$ cat src/rtl/crb_fifo_xfer.sv
// CRB-side transfer engine: copies command bytes FIFO->CRB, responses CRB->FIFO.
// Optional header-size check is compiled in with CRB_XFER_HDRCHK_EN.
module crb_fifo_xfer #(
  parameter int ADDR_W   = 12,
  parameter int BUF_SIZE = 4096,
  parameter int RSP_LEAD = 2
) (
  input  logic              clock,
  input  logic              reset,
  input  logic              f_abort,
  input  logic              c_cmdSend,
  input  logic [31:0]       c_cmdSize,
  output logic [ADDR_W-1:0] c_cmdInAddr,
  input  logic [7:0]        cmdByteOut,
  output logic              c_cmdDone,
  output logic              e_cmdReady,
  input  logic              e_execDone,
  input  logic [31:0]       e_rspSize,
  output logic [31:0]       c_rspSize,
  output logic              c_rspSend,
  output logic [ADDR_W-1:0] c_rspInAddr,
  output logic [7:0]        rspByteIn,
  output logic              c_rspDone,
  output logic [ADDR_W-1:0] m_addr,
  output logic [7:0]        m_wrByte,
  output logic              m_wren_n,
  input  logic [7:0]        m_rdByte,
  output logic              x_busy,
  output logic              x_trunc,
  output logic              x_hdrErr
);

  localparam int CW = ADDR_W + 1;
  localparam logic [CW-1:0] BUF_LEN = CW'(BUF_SIZE);
  localparam logic [7:0] LEAD_LAST = 8'(RSP_LEAD - 2);

  typedef enum logic [3:0] {
    S_IDLE,
    S_CMD_RD,
    S_CMD_DRAIN,
    S_CMD_DONE,
    S_EXEC_WAIT,
    S_RSP_LEAD,
    S_RSP_RD,
    S_RSP_DRAIN,
    S_RSP_DONE
  } state_e;

  state_e state_q, state_d;

  logic [CW-1:0]     len_q, len_d;
  logic [CW-1:0]     idx_q, idx_d;
  logic [7:0]        lead_q, lead_d;
  logic [ADDR_W-1:0] c_cmdInAddr_q, c_cmdInAddr_d;
  logic              c_cmdDone_q, c_cmdDone_d;
  logic [31:0]       c_rspSize_q, c_rspSize_d;
  logic              c_rspSend_q, c_rspSend_d;
  logic [ADDR_W-1:0] c_rspInAddr_q, c_rspInAddr_d;
  logic              c_rspDone_q, c_rspDone_d;
  logic [ADDR_W-1:0] m_addr_q, m_addr_d;
  logic              m_wren_n_q, m_wren_n_d;
  logic              x_trunc_q, x_trunc_d;

  logic [CW-1:0] idx_inc;
  logic          idx_last;
  logic [CW-1:0] cmd_len;
  logic [CW-1:0] rsp_len;

  function automatic logic [CW-1:0] clamp_len(
    input logic [31:0] sz
  );
    logic [CW-1:0] r;
    if (sz > 32'(BUF_SIZE)) r = BUF_LEN;
    else r = sz[CW-1:0];
    return r;
  endfunction

  assign idx_inc  = idx_q + CW'(1);
  assign idx_last = (idx_q == len_q - CW'(1));
  assign cmd_len  = clamp_len(c_cmdSize);
  assign rsp_len  = clamp_len(e_rspSize);

  always_comb begin
    state_d       = state_q;
    len_d         = len_q;
    idx_d         = idx_q;
    lead_d        = lead_q;
    c_cmdInAddr_d = c_cmdInAddr_q;
    c_rspSize_d   = c_rspSize_q;
    c_rspSend_d   = 1'b1;
    c_rspInAddr_d = c_rspInAddr_q;
    m_addr_d      = m_addr_q;
    m_wren_n_d    = 1'b1;
    x_trunc_d     = x_trunc_q;
    if (f_abort) begin
      state_d = S_IDLE;
    end else begin
      unique case (state_q)
        S_IDLE: begin
          if (c_cmdSend) begin
            len_d         = cmd_len;
            idx_d         = '0;
            c_cmdInAddr_d = '0;
            if (c_cmdSize > 32'(BUF_SIZE)) x_trunc_d = 1'b1;
            if (cmd_len == '0) state_d = S_CMD_DONE;
            else state_d = S_CMD_RD;
          end
        end
        S_CMD_RD: begin
          // write lags the FIFO read address by one cycle
          m_wren_n_d = 1'b0;
          m_addr_d   = c_cmdInAddr_q;
          if (idx_last) begin
            state_d = S_CMD_DRAIN;
          end else begin
            idx_d         = idx_inc;
            c_cmdInAddr_d = idx_inc[ADDR_W-1:0];
          end
        end
        S_CMD_DRAIN: state_d = S_CMD_DONE;
        S_CMD_DONE:  state_d = S_EXEC_WAIT;
        S_EXEC_WAIT: begin
          if (e_execDone) begin
            c_rspSize_d = e_rspSize;
            len_d       = rsp_len;
            lead_d      = '0;
            state_d     = S_RSP_LEAD;
            if (e_rspSize > 32'(BUF_SIZE)) x_trunc_d = 1'b1;
          end
        end
        S_RSP_LEAD: begin
          if (lead_q == LEAD_LAST) begin
            m_addr_d = '0;
            idx_d    = '0;
            if (len_q == '0) state_d = S_RSP_DRAIN;
            else state_d = S_RSP_RD;
          end else begin
            lead_d = lead_q + 8'd1;
          end
        end
        S_RSP_RD: begin
          c_rspSend_d   = 1'b0;
          c_rspInAddr_d = m_addr_q;
          if (idx_last) begin
            state_d = S_RSP_DRAIN;
          end else begin
            idx_d    = idx_inc;
            m_addr_d = idx_inc[ADDR_W-1:0];
          end
        end
        S_RSP_DRAIN: state_d = S_RSP_DONE;
        S_RSP_DONE:  state_d = S_IDLE;
        default:     state_d = S_IDLE;
      endcase
    end
    c_cmdDone_d = (state_d == S_CMD_DONE);
    c_rspDone_d = (state_d == S_RSP_DONE);
  end

  always_ff @(posedge clock) begin
    if (reset) begin
      state_q       <= S_IDLE;
      len_q         <= '0;
      idx_q         <= '0;
      lead_q        <= '0;
      c_cmdInAddr_q <= '0;
      c_cmdDone_q   <= 1'b0;
      c_rspSize_q   <= '0;
      c_rspSend_q   <= 1'b1;
      c_rspInAddr_q <= '0;
      c_rspDone_q   <= 1'b0;
      m_addr_q      <= '0;
      m_wren_n_q    <= 1'b1;
      x_trunc_q     <= 1'b0;
    end else begin
      state_q       <= state_d;
      len_q         <= len_d;
      idx_q         <= idx_d;
      lead_q        <= lead_d;
      c_cmdInAddr_q <= c_cmdInAddr_d;
      c_cmdDone_q   <= c_cmdDone_d;
      c_rspSize_q   <= c_rspSize_d;
      c_rspSend_q   <= c_rspSend_d;
      c_rspInAddr_q <= c_rspInAddr_d;
      c_rspDone_q   <= c_rspDone_d;
      m_addr_q      <= m_addr_d;
      m_wren_n_q    <= m_wren_n_d;
      x_trunc_q     <= x_trunc_d;
    end
  end

  // read data arrives with one-cycle latency, so it passes straight through
  assign m_wrByte  = m_wren_n_q ? 8'h00 : cmdByteOut;
  assign rspByteIn = c_rspSend_q ? 8'h00 : m_rdByte;

  assign c_cmdInAddr = c_cmdInAddr_q;
  assign c_cmdDone   = c_cmdDone_q;
  assign e_cmdReady  = c_cmdDone_q;
  assign c_rspSize   = c_rspSize_q;
  assign c_rspSend   = c_rspSend_q;
  assign c_rspInAddr = c_rspInAddr_q;
  assign c_rspDone   = c_rspDone_q;
  assign m_addr      = m_addr_q;
  assign m_wren_n    = m_wren_n_q;
  assign x_trunc     = x_trunc_q;
  assign x_busy      = !(state_q == S_IDLE ||
                         state_q == S_EXEC_WAIT);

`ifdef CRB_XFER_HDRCHK_EN
  logic [31:0] hdr_q, hdr_d;
  logic [31:0] size_q, size_d;
  logic        x_hdrErr_q, x_hdrErr_d;
  logic        cmd_hdr_byte;
  logic        rsp_hdr_byte;

  assign cmd_hdr_byte = !m_wren_n_q &&
                        m_addr_q >= ADDR_W'(2) &&
                        m_addr_q <= ADDR_W'(5);
  assign rsp_hdr_byte = !c_rspSend_q &&
                        c_rspInAddr_q >= ADDR_W'(2) &&
                        c_rspInAddr_q <= ADDR_W'(5);

  // bytes 2..5 shift in big-endian; hdr_d covers a header ending in drain
  always_comb begin
    hdr_d      = hdr_q;
    size_d     = size_q;
    x_hdrErr_d = x_hdrErr_q;
    if (cmd_hdr_byte) hdr_d = {hdr_q[23:0], cmdByteOut};
    else if (rsp_hdr_byte) hdr_d = {hdr_q[23:0], m_rdByte};
    if (state_q == S_IDLE && c_cmdSend) size_d = c_cmdSize;
    if (!f_abort && len_q >= CW'(6)) begin
      if (state_q == S_CMD_DRAIN && hdr_d != size_q)
        x_hdrErr_d = 1'b1;
      if (state_q == S_RSP_DRAIN && hdr_d != c_rspSize_q)
        x_hdrErr_d = 1'b1;
    end
  end

  always_ff @(posedge clock) begin
    if (reset) begin
      hdr_q      <= '0;
      size_q     <= '0;
      x_hdrErr_q <= 1'b0;
    end else begin
      hdr_q      <= hdr_d;
      size_q     <= size_d;
      x_hdrErr_q <= x_hdrErr_d;
    end
  end

  assign x_hdrErr = x_hdrErr_q;
`else
  assign x_hdrErr = 1'b0;
`endif

endmodule

$ cat config.mk
export PLATFORM = sky130hd
export DESIGN_NAME = crb_fifo_xfer
export DESIGN_NICKNAME = d
export VERILOG_FILES = /design/src/rtl/crb_fifo_xfer.sv
export SDC_FILE = /design/constraint.sdc
export NUM_CORES = 1
export LEC_CHECK = 0
export ABC_CLOCK_PERIOD_IN_PS = 4400
export CAP_MARGIN = 20
export CORE_UTILIZATION = 47
export DETAILED_ROUTE_END_ITERATION = 6
export PLACE_DENSITY = 0.81
export REMOVE_ABC_BUFFERS = 1
export SYNTH_ARGS = -nofsm -noshare
export SYNTH_HDL_FRONTEND = slang
export SYNTH_SLANG_ARGS = --single-unit
$ cat constraint.sdc
create_clock -name clock -period 4.4 [get_ports clock]
set_input_delay 1.1 -clock clock [delete_from_list [all_inputs] [get_ports clock]]
set_output_delay 1.1 -clock clock [all_outputs]
set_load 0.005 [all_outputs]
Word-level counts from Yosys, hierarchy flattened:

Cells that the tools add are included.
Widths: inputs -> output; s select.

* bits in registers: 111
* bits of input ports: 85

* add/subtract/negate cells: 3
* reductions and logical operators: 21
* order comparisons: 2
* muxes and demuxes: 35
* equal/unequal tests: 19
* bitwise operators: 1

Operator list (number)
* $mux 13: 7
* $gt 32x13->1 const B: 2
* $pmux 13 s3: 1
* $mux 12: 3
* $pmux 12 s3: 1
* $mux 8: 4
* $pmux 4 s8: 1
* $logic_not 13->1: 2
* $pmux 13 s2: 1
* $mux 4: 6
* $pmux 12 s2: 1
* $ne 2x2->1 const B: 9
* $eq 4x3->1 const B: 4
* $pmux 8 s2: 1
* $reduce_and 4->1: 4
* $add 13x1->13 const B: 1
* $eq 13x13->1: 1
* $sub 13x1->13 const B: 1
* $eq 4x2->1 const B: 3
* $add 8x1->8 const B: 1
* $logic_not 8->1: 1
* $mux 1: 7
* $reduce_and 6->1: 1
* $reduce_bool 2->1: 3
* 13 further kinds: 15

Logic depth before layout (Yosys ltp):

* word-level depth: 8
* mapped depth: 12

Worst setup path after synthesis:

Ideal clock, no wire load.

* path kind: register to register
* start: reg len_q[0]
* end: reg c_cmdDone_q (netlist: c_cmdDone)
* path buffers: 1
* library setup time: 115 ps
* arrival: 2994 ps
* clock period less this slack: 3109 ps
* slack: 1291 ps
* data required time: 4285 ps
* stages on the path, launching flop included: 11
* cell sequence: dfxtp_1 -> inv_1 -> ha_1 -> buf_2 -> or4b_2 -> or4_1 -> a21oi_2 -> o32ai_4 -> or3_1 -> or3_1 -> and3_1

* word-level cells in the longest chain between the ends: 6
* elaborated cells between the ends (all ways): 10

Ends and longest elaborated chain
* start: declaration: line 51 `logic [CW-1:0] len_q, len_d;`
* start signal: assignment: line 177 `len_q <= len_d;`
* $sub 13x1->13 or $logic_not 13->1 (tied branches): line 79, 135
* $eq 13x13->1 or $mux 1 (tied branches): line 79, 135
* $mux 4, on equally long branches: line 144, 113, 132
* $pmux 4 s8 *: line 98 `unique case (state_q)`
* $mux 4 *: line 95 `if (f_abort) begin`
* $eq 4x2->1 *: line 156 `c_cmdDone_d = (state_d == S_CMD_DONE);`
* end signal: assignment: line 181 `c_cmdDone_q <= c_cmdDone_d;`
* end: declaration: line 55 `logic c_cmdDone_q, c_cmdDone_d;`

Every way passes the cells marked *; elsewhere a longest branch is shown, timed or not.
A chain may end at the register's enable or synchronous reset.

Final worst setup path:

* start: reg len_q[0]
* end: reg idx_q[5]

* word-level cells in the longest chain between the ends: 4

Ends and longest elaborated chain
* $sub 13x1->13: line 79 `assign idx_last = (idx_q == len_q - CW'(1));`
* $eq 13x13->1: line 79
* $ne 2x2->1 (no line)
* $reduce_and 5->1 (no line)
* end signal: assignment: line 178 `idx_q <= idx_d;`
* end: declaration: line 52 `logic [CW-1:0] idx_q, idx_d;`

Every way passes these cells.

==> out/results.ini <==
[cells_and_area]
diodes = 0
drive_above_1_share_pct = 4.46
syn2layout_area_growth_pct = 37.7
multiInputGateArea_um2 = 2960
seq_area_um2 = 2220
final_util_pct = 67.8
fillers = 913
fin_nets = 913

[setup_path]
path_max_fanout = 25
critPathLaunchType = register
path_class = register to register
cp_data_arrival_time_ns = 3.74
end_kind = register
worstPathRequired_ns = 4.69

[grt]
grt_max_degree = 50
grt_pass1_vias = 5312
antenna_found_initial = 0
grt_pass1_wl_um = 24800
grt-ovfl-total = 0
track_usage_pct = 26.4

[clocking]
worstSkewPairLatency_ns = 0.36
cts_buffers = 9
post_cts_buffers = 0
cts_resized = 0
clockRootBuffer = clkbuf_16
h-tree-depth = 3
cts_hold_buf = 0
clockBufferDepth = 2
cts_num_sinks = 111
clkTransAtPathRegs_ns = 0.08
cts_tree = yes

[yosys]
synthCells = 681
async_reset_ff_share_pct = 0
synth_edf_count = 0
yosysWarnings = 0
syn_area_um2 = 5450
ys_ff_latch = 111
ys_types = 59
ys_seq_area_share_pct = 40.8
ys.flop_type = dfxtp_1
avgSynthCellArea_um2 = 8.01

[sta]
tightest_slew_ns = 0.860
tns_ns = 0
rsz0062_at_grt = no
hold_viol = 0
slew_violations = 0
skew_ns = 0.0137
setup_viol = 0
relSlewSlack_pct = 42.2
fin_crit_ns = 3.45
layout_worst_path_cycle_share_pct = 78.4
fmax_ghz = 0.290

[drt]
routedWlPerCell_um = 15.7
drt-vias-per-instance = 5.74
vias = 5559
wl_um = 15300
drtIter0Drc = 234
first_pass_iters = 5
drc = 0
ant_nets = 0

[floorplan]
rows = 38
core_um2 = 11100
initial_core_util_pct = 49.2
die_x_um = 110
ios = 177
design.die.area_um2 = 12000
die_h_um = 110

[power]
leakage_nw = 2.41
cellPowerDensity_nw_per_um2 = 285
vdd_ir_drop_max_mv = 0.281

[placement]
gp_congestion = 0.834
dp_hpwl_um = 11500
io_buffers = 175

[flow_run]
maxCapViolations = 0

[min_path]
worstHoldPathType = register to register

[outcome]
status = finished clean

## area by class of cell
class                      instances  share of cell area [%]
tap                              140                    2.33
sequential                       111                    29.6
timing repair buffer             180                    23.8
inverter                          14                   0.700
clock buffer                       9                    3.00
multi-input combinational        508                    39.5
clock inverter                     7                    1.12
## cells in the final DEF, fill, tap and decap left out, types with 4 or more instances in the layout
cell type        instances
xor2_1                  14
o2bb2ai_1               11
a21oi_1                 83
o21ai_0                 10
inv_6                    4
and3_1                   4
clkdlybuf4s50_1        174
nor2_1                  50
nor4_1                  21
ha_1                     4
or4_1                    7
a211oi_1                 6
dfxtp_1                111
o21ai_1                  7
nand2_1                108
buf_4                    5
inv_1                   13
clkbuf_16                9
nand3_1                 12
xnor2_1                 17
nor2b_1                 21
a311oi_1                11
a221oi_1                13
o31ai_1                  5
nor3_1                  27
nand2b_1                 4
nand4_1                  7
or3_1                   23
## state kept, by name, indices dropped and copies added (netlist names)
name,count
c_cmdDone,1
c_cmdInAddr,12
c_rspDone,1
c_rspInAddr,12
c_rspSend,1
c_rspSize,32
idx_q,13
lead_q,8
len_q,13
m_addr,12
m_wren_n,1
state_q,4
x_trunc,1
## critical path: stages, from the launching register on
cell     delay, ns
dfxtp_1       0.37
inv_1         0.10
ha_1          0.33
or4b_2        0.67
nor4b_1       0.46
a32o_1        0.28
o32ai_4       0.13
o31ai_4       0.69
o31ai_1       0.19
a21oi_1       0.17
## power breakdown
group | switching, mW | internal (mW) | total [mW] | leakage, nW
combinational | 0.126 | 0.147 | 0.273 | 1.36
sequential | 0.0223 | 1.02 | 1.04 | 0.897
clock | 0.417 | 0.407 | 0.824 | 0.150
## worst paths after layout
check	start	end	slack, ns	cells after the start
worst max-delay path	len_q[0]	idx_q[5]	0.95	9
worst min-delay path	c_rspSize[16]	c_rspSize[16]	0.46	2
worst max register to register	len_q[0]	idx_q[5]	0.95	9
worst min register to register	c_rspSize[16]	c_rspSize[16]	0.46	2
## cells in the mapped netlist, drive strengths merged (3+ instances only)
library cell | n | area, µm²
a211oi | 6 | 45.0
a21oi | 84 | 424
a221oi | 13 | 114
a311oi | 12 | 111
a31oi | 3 | 18.8
and3 | 4 | 25.0
buf | 11 | 78.8
clkbuf | 37 | 139
dfxtp | 111 | 2220
ha | 4 | 50.1
inv | 14 | 52.6
nand2 | 108 | 405
nand2b | 4 | 25.0
nand3 | 12 | 60.1
nand4 | 7 | 43.8
nor2 | 50 | 188
nor2b | 21 | 131
nor3 | 27 | 135
nor4 | 21 | 131
nor4b | 4 | 41.3
o21ai | 17 | 85.1
o2bb2ai | 11 | 96.3
o31ai | 6 | 58.8
or3 | 23 | 144
or4 | 9 | 75.1
xnor2 | 17 | 149
xor2 | 14 | 123
## metal layers
layer,GRT usage (%),vias to the layer above,wire length [µm]
met4,11.0,0,318
met3,7.94,25,1470
met1,29.1,2554,5950
met5,0,-,0
li1,-,2738,-
met2,47.0,242,7510
## per-stage QoR
stage | hold slack (ns) | power (mW) | cells | setup slack [ns] | cell area, µm²
finish | 0.456 | 2.14 | 969 | 0.951 | 7510
global route | 0.478 | 2.22 | 969 | 0.734 | 7510
CTS | 0.457 | 2.15 | 969 | 0.970 | 7510
detailed placement | 0.447 | 1.34 | 953 | 0.679 | 7200
global placement | 0.442 | 1.33 | 953 | 0.832 | 7200
floorplan | 0.447 | 1.19 | 633 | 1.18 | 5230
## logic make-up (layout without fill, tap and decap cells)
| group | Yosys count | after routing | synth area share (%) |
|---|---|---|---|
| flops | 111 | 111 | 40.8 |
| compound gates | 172 | 172 | 21.0 |
| xor+xnor | 31 | 31 | 4.98 |
| simple gates | 299 | 299 | 27.1 |
| fa+ha+maj | 4 | 4 | 0.918 |
| buf+inv | 62 | 210 | 4.96 |
| mux | 1 | 1 | 0.184 |
| other cells | 1 | 1 | 0.0688 |
Note: power is estimated with default switching activity, not from simulation.
==> RTL edit 1: new RTL, same settings <==
`ADDR_W`: 12 -> 11.
--- a/src/rtl/crb_fifo_xfer.sv
+++ b/src/rtl/crb_fifo_xfer.sv
@@ -1,7 +1,7 @@
 // CRB-side transfer engine: copies command bytes FIFO->CRB, responses CRB->FIFO.
 // Optional header-size check is compiled in with CRB_XFER_HDRCHK_EN.
 module crb_fifo_xfer #(
-  parameter int ADDR_W   = 12,
+  parameter int ADDR_W   = 11,
   parameter int BUF_SIZE = 4096,
   parameter int RSP_LEAD = 2
 ) (
Interface: changed (resized c_cmdInAddr, c_rspInAddr and m_addr); port bits go from 177 to 174. The function was not compared with the original's and may differ.
==> RTL edit 1 against the unedited design <==
Design area is 4.9% lower. Clock skew is 0.0017 ns higher. Total power decreased by 12%. Area after synthesis fell by 4.9%. Setup slack improved by 0.13 ns. Sequential cell count decreased by 5. Via count shrank 6.0%. Hold slack gained 0.0048 ns. Wire length grew 0.81%. Critical endpoint is now m_wrByte[2].
==> RTL edit 1: results <==
group,metric,value,unit
grt,grt_pass1_vias,5165,
cells_and_area,stdcell_area,7140,um2
synthesis,yosysUniqueCellTypes,73,
grt,track_usage,26.6,%
grt,globalRouteMet1Util,29.7,%
synthesis,synth_top_cells_by_count,"nand2_1 (108), dfxtp_1 (106), a21oi_1 (68)",
grt,grt_first_pass_wirelength,24.3,mm
pwr,power_leakage,2.37,nW
hold_path,hp-start,"c_rspInAddr[6]",
cells_and_area,n_fill_cell,892,
grt,grt_use_met3,6.99,%
worst_setup_path,r2r_setup_slack,1.33,ns
cells_and_area,drive_above_1_share,5.89,%
run_status,status,"complete, no violations",
timing,maxSlewHeadroom,40.2,%
synthesis,yosys-top-cells-area,"dfxtp_1 (41%), nand2_1 (7.8%), a21oi_1 (6.6%), o32ai_2 (3.1%), xnor2_1 (2.9%)",
synthesis,syn_area_per_cell,8.27,um2
routing,detail_route.wl_per_cell,16.8,um
pwr,ir_drop,203,uV
placement,placed_cells,901,
routing,via_per_inst,5.70,
cells_and_area,nNetsFinal,865,
clocking,cts-root-buf,"clkbuf_8",
worst_setup_path,cpPeakStageDelay,0.53,ns
timing,fmax,302,MHz
placement,routabilityCongestion,0.877,
grt,grt_start_max_net_pins,82,
routing,drt_iter0_markers,228,
worst_setup_path,critical-path-top-delay-family,"buffers and inverters",
worst_setup_path,crit_arrival,2.21,ns
synthesis,seq_area_frac_synth,40.9,%
worst_setup_path,cp_slowest_cell,"clkdlybuf4s50_1",
==> RTL edit 1: worst max-delay path by stage <==
stage	from	end	cells after the start
after floorplan	e_rspSize[13]	len_q[0]	5
after global placement	c_cmdSize[31]	len_q[5]	7
after detailed placement	c_cmdSize[31]	len_q[5]	7
after CTS	cmdByteOut[0]	m_wrByte[0]	3
after global routing	c_cmdSize[31]	len_q[1]	7
final	cmdByteOut[2]	m_wrByte[2]	3
==> RTL edit 1: cell type report <==
class                      count  area share, %
multi-input combinational    457           39.3
sequential                   106           29.7
timing repair buffer         176           24.5
tap                          136           2.38
clock buffer                  12           2.03
inverter                      26           1.37
clock inverter                 4          0.719
==> RTL edit 1: report_power, final <==
| part | leakage, nW | switching, mW | total, mW | internal (mW) |
|---|---|---|---|---|
| Combinational | 1.42 | 0.133 | 0.275 | 0.142 |
| Sequential | 0.857 | 0.0199 | 0.994 | 0.974 |
| Clock | 0.0966 | 0.326 | 0.605 | 0.280 |
==> RTL edit 1: worst register-to-register path: cells and delay by family, from the launching register on <==
family	cells	cell delay [ns]
AND/OR/NAND/NOR	3	1.26
flip-flops	1	0.37
buffers and inverters	1	0.11
adder cells (fa/ha/maj)	1	0.22
XOR/XNOR	1	0.18
AO/OA/AOI/OAI	3	0.85
==> RTL edit 1: logic make-up (layout without fill, tap and decap cells) <==
group / Yosys count / count (layout) / share of synthesized area, %
compound gates: 154 / 154 / 21.8
xor+xnor: 32 / 32 / 5.41
fa+ha+maj: 4 / 4 / 0.966
buf+inv: 64 / 218 / 4.97
flops: 106 / 106 / 40.9
mux: 3 / 3 / 0.628
other cells: 1 / 1 / 0.0723
simple gates: 263 / 263 / 25.2
==> RTL edit 1: per-layer routing <==
metal  routed length [um]  share of wire, %
met2                 7770                50
met5                    0                 0
met1                 6120                40
met3                 1120               7.3
met4                  379               2.5
==> RTL edit 2: new RTL, config.mk and constraints unchanged <==
Made on the original files. The 9 states of `state_e` get a one-hot encoding in 9 bits.
--- a/src/rtl/crb_fifo_xfer.sv
+++ b/src/rtl/crb_fifo_xfer.sv
@@ -34,16 +34,16 @@
   localparam logic [CW-1:0] BUF_LEN = CW'(BUF_SIZE);
   localparam logic [7:0] LEAD_LAST = 8'(RSP_LEAD - 2);
 
-  typedef enum logic [3:0] {
-    S_IDLE,
-    S_CMD_RD,
-    S_CMD_DRAIN,
-    S_CMD_DONE,
-    S_EXEC_WAIT,
-    S_RSP_LEAD,
-    S_RSP_RD,
-    S_RSP_DRAIN,
-    S_RSP_DONE
+  typedef enum logic [8:0] {
+    S_IDLE      = 9'b000000001,
+    S_CMD_RD    = 9'b000000010,
+    S_CMD_DRAIN = 9'b000000100,
+    S_CMD_DONE  = 9'b000001000,
+    S_EXEC_WAIT = 9'b000010000,
+    S_RSP_LEAD  = 9'b000100000,
+    S_RSP_RD    = 9'b001000000,
+    S_RSP_DRAIN = 9'b010000000,
+    S_RSP_DONE  = 9'b100000000
   } state_e;
 
   state_e state_q, state_d;
Formal check against the unedited RTL: same outputs for any inputs over 4 cycles, from zero or initial values and one cycle with reset high; so few cycles prove little.
==> RTL edit 2 against the unedited design <==
Total power grew 32%. Area after synthesis up 12%. Setup slack worse by 0.16 ns. Sequential power up 4%. Clock power rose by 78%. Sequential cell count up 5. Via count is 9.8% higher. Wire length grew 8.6%. Largest power group is now the clock network. Design area is 14% higher.
==> RTL edit 2: results <==
group,metric,value,unit
run_status,status,"complete, no violations",
pwr,power_leakage,2.84,nW
grt,track_usage,25.3,%
cells_and_area,n_fill_cell,1060,
pwr,switchingPower,0.626,mW
placement,routabilityCongestion,0.847,
clocking,cts_buffers,17,
routing,routed-via-count,6102,
placement,placed_area,7910,um2
cells_and_area,largest_reg_flops,32,
placement,place_hpwl,11.8,mm
synthesis,yosysWarningCount,0,
worst_setup_path,ff2ff_path_depth,9,
clocking,htree_levels,4,
worst_setup_path,crit_arrival,3.87,ns
grt,antenna_found_initial,0,
worst_setup_path,r2r_end,"m_addr[4]",
synthesis,yosysUniqueCellTypes,70,
timing,maxSlewHeadroom,32.2,%
synthesis,yosys-top-cells-area,"dfxtp_1 (38%), nand2_1 (7.2%), a21oi_1 (6.7%), nor2_1 (3.4%), xnor2_1 (2.9%)",
timing,final.min_clock_period,3.61,ns
synthesis,synth_top_cells_by_count,"nand2_1 (118), dfxtp_1 (116), a21oi_1 (82)",
cells_and_area,drive_above_1_share,8.01,%
pwr,ir_drop,219,uV
clocking,insertion_delay,0.42,ns
worst_setup_path,rr_startpoint,"len_q[0]",
clocking,cts-root-buf,"clkbuf_16",
worst_setup_path,r2r_setup_slack,0.79,ns
synthesis,seq_area_frac_synth,37.9,%
placement,preCtsSetupSlack,0.823,ns
cells_and_area,diodes,0,
clocking,clkTransAtPathRegs,0.05,ns
grt,grt_first_pass_wirelength,26.7,mm
grt,grt_pass1_vias,5499,
routing,drt_iter0_markers,423,
cells_and_area,nNetsFinal,1001,
timing,clock_skew,0.00774,ns
grt,grt_start_max_net_pins,83,
routing,drt-total-wl,16.6,mm
worst_setup_path,path_max_fanout,14,
-- RTL edit 2: changes by cell type after synthesis, moves of 8 or more --
cell,before,now
o22ai_1,0,15
a221oi_1,13,0
a22oi_1,1,13
and3_1,4,15
nor3_1,27,16
o2bb2ai_1,11,0
a211oi_1,6,16
a311oi_1,11,1
nand2_1,108,118
mux2i_1,1,10
nand3_1,12,21
nor3b_1,1,9
-- RTL edit 2: power by group through the flow --
stage	clock network (mW)	registers, mW	logic [mW]
after floorplan	0	1.10	0.139
final	1.47	1.08	0.279
after CTS	1.48	1.08	0.278
after detailed placement	0	1.10	0.277
after global placement	0	1.10	0.273
after global routing	1.54	1.08	0.305
-- RTL edit 2: cell families (layout without fill, tap and decap cells) --
group	Yosys count	count (layout)	synth area share, %
compound gates	167	167	17.0
xor+xnor	31	31	4.44
fa+ha+maj	4	4	0.818
buf+inv	65	226	5.03
flops	116	116	37.9
mux	15	15	2.56
other cells	1	1	0.0613
simple gates	364	364	32.2
-- RTL edit 2: layer usage --
metal  global-route usage [%]  share of wire (%)  vias to the layer above
li1                         -                  -                     3043
met1                     30.5                 43                     2824
met2                     42.2                 48                      213
met3                     8.10                7.4                       22
met4                     9.23                1.4                        0
met5                        0                  0                        -
-- RTL edit 2: final cells by class --
cell class | count | area, um2 | share of cell area [%]
multi-input combinational | 582 | 3510 | 41.1
sequential | 116 | 2320 | 27.2
timing repair buffer | 184 | 1820 | 21.3
clock buffer | 21 | 480 | 5.63
tap | 172 | 215 | 2.52
clock inverter | 10 | 153 | 1.79
inverter | 11 | 41.3 | 0.484
-- RTL edit 2: how the worst min path moves through the flow --
stage | from | end | slack [ns] | cells past startpoint
after floorplan | c_rspInAddr[0] | c_rspInAddr[0] | 0.44 | 2
after global placement | c_rspSize[15] | c_rspSize[15] | 0.44 | 2
after detailed placement | c_rspSize[26] | c_rspSize[26] | 0.44 | 2
after CTS | c_rspSize[28] | c_rspSize[28] | 0.45 | 2
after global routing | c_rspSize[28] | c_rspSize[28] | 0.46 | 2
final | c_rspSize[28] | c_rspSize[28] | 0.45 | 2
-- RTL edit 2: per-stage QoR --
step	instances	hold WS, ns
floorplan	709	0.442
global placement	1065	0.437
detailed placement	1065	0.444
CTS	1096	0.451
global route	1096	0.463
finish	1096	0.448
-- RTL edit 2: worst max-delay path, cell delays in order (launching register included) --
cell and delay (ns):
dfxtp_1 0.37, inv_1 0.08, ha_1 0.19, nor3b_1 0.67, a21oi_1 0.15, nor4b_1 0.57
nand4_1 0.15, or4b_1 0.88, mux2i_1 0.30, o22ai_1 0.11
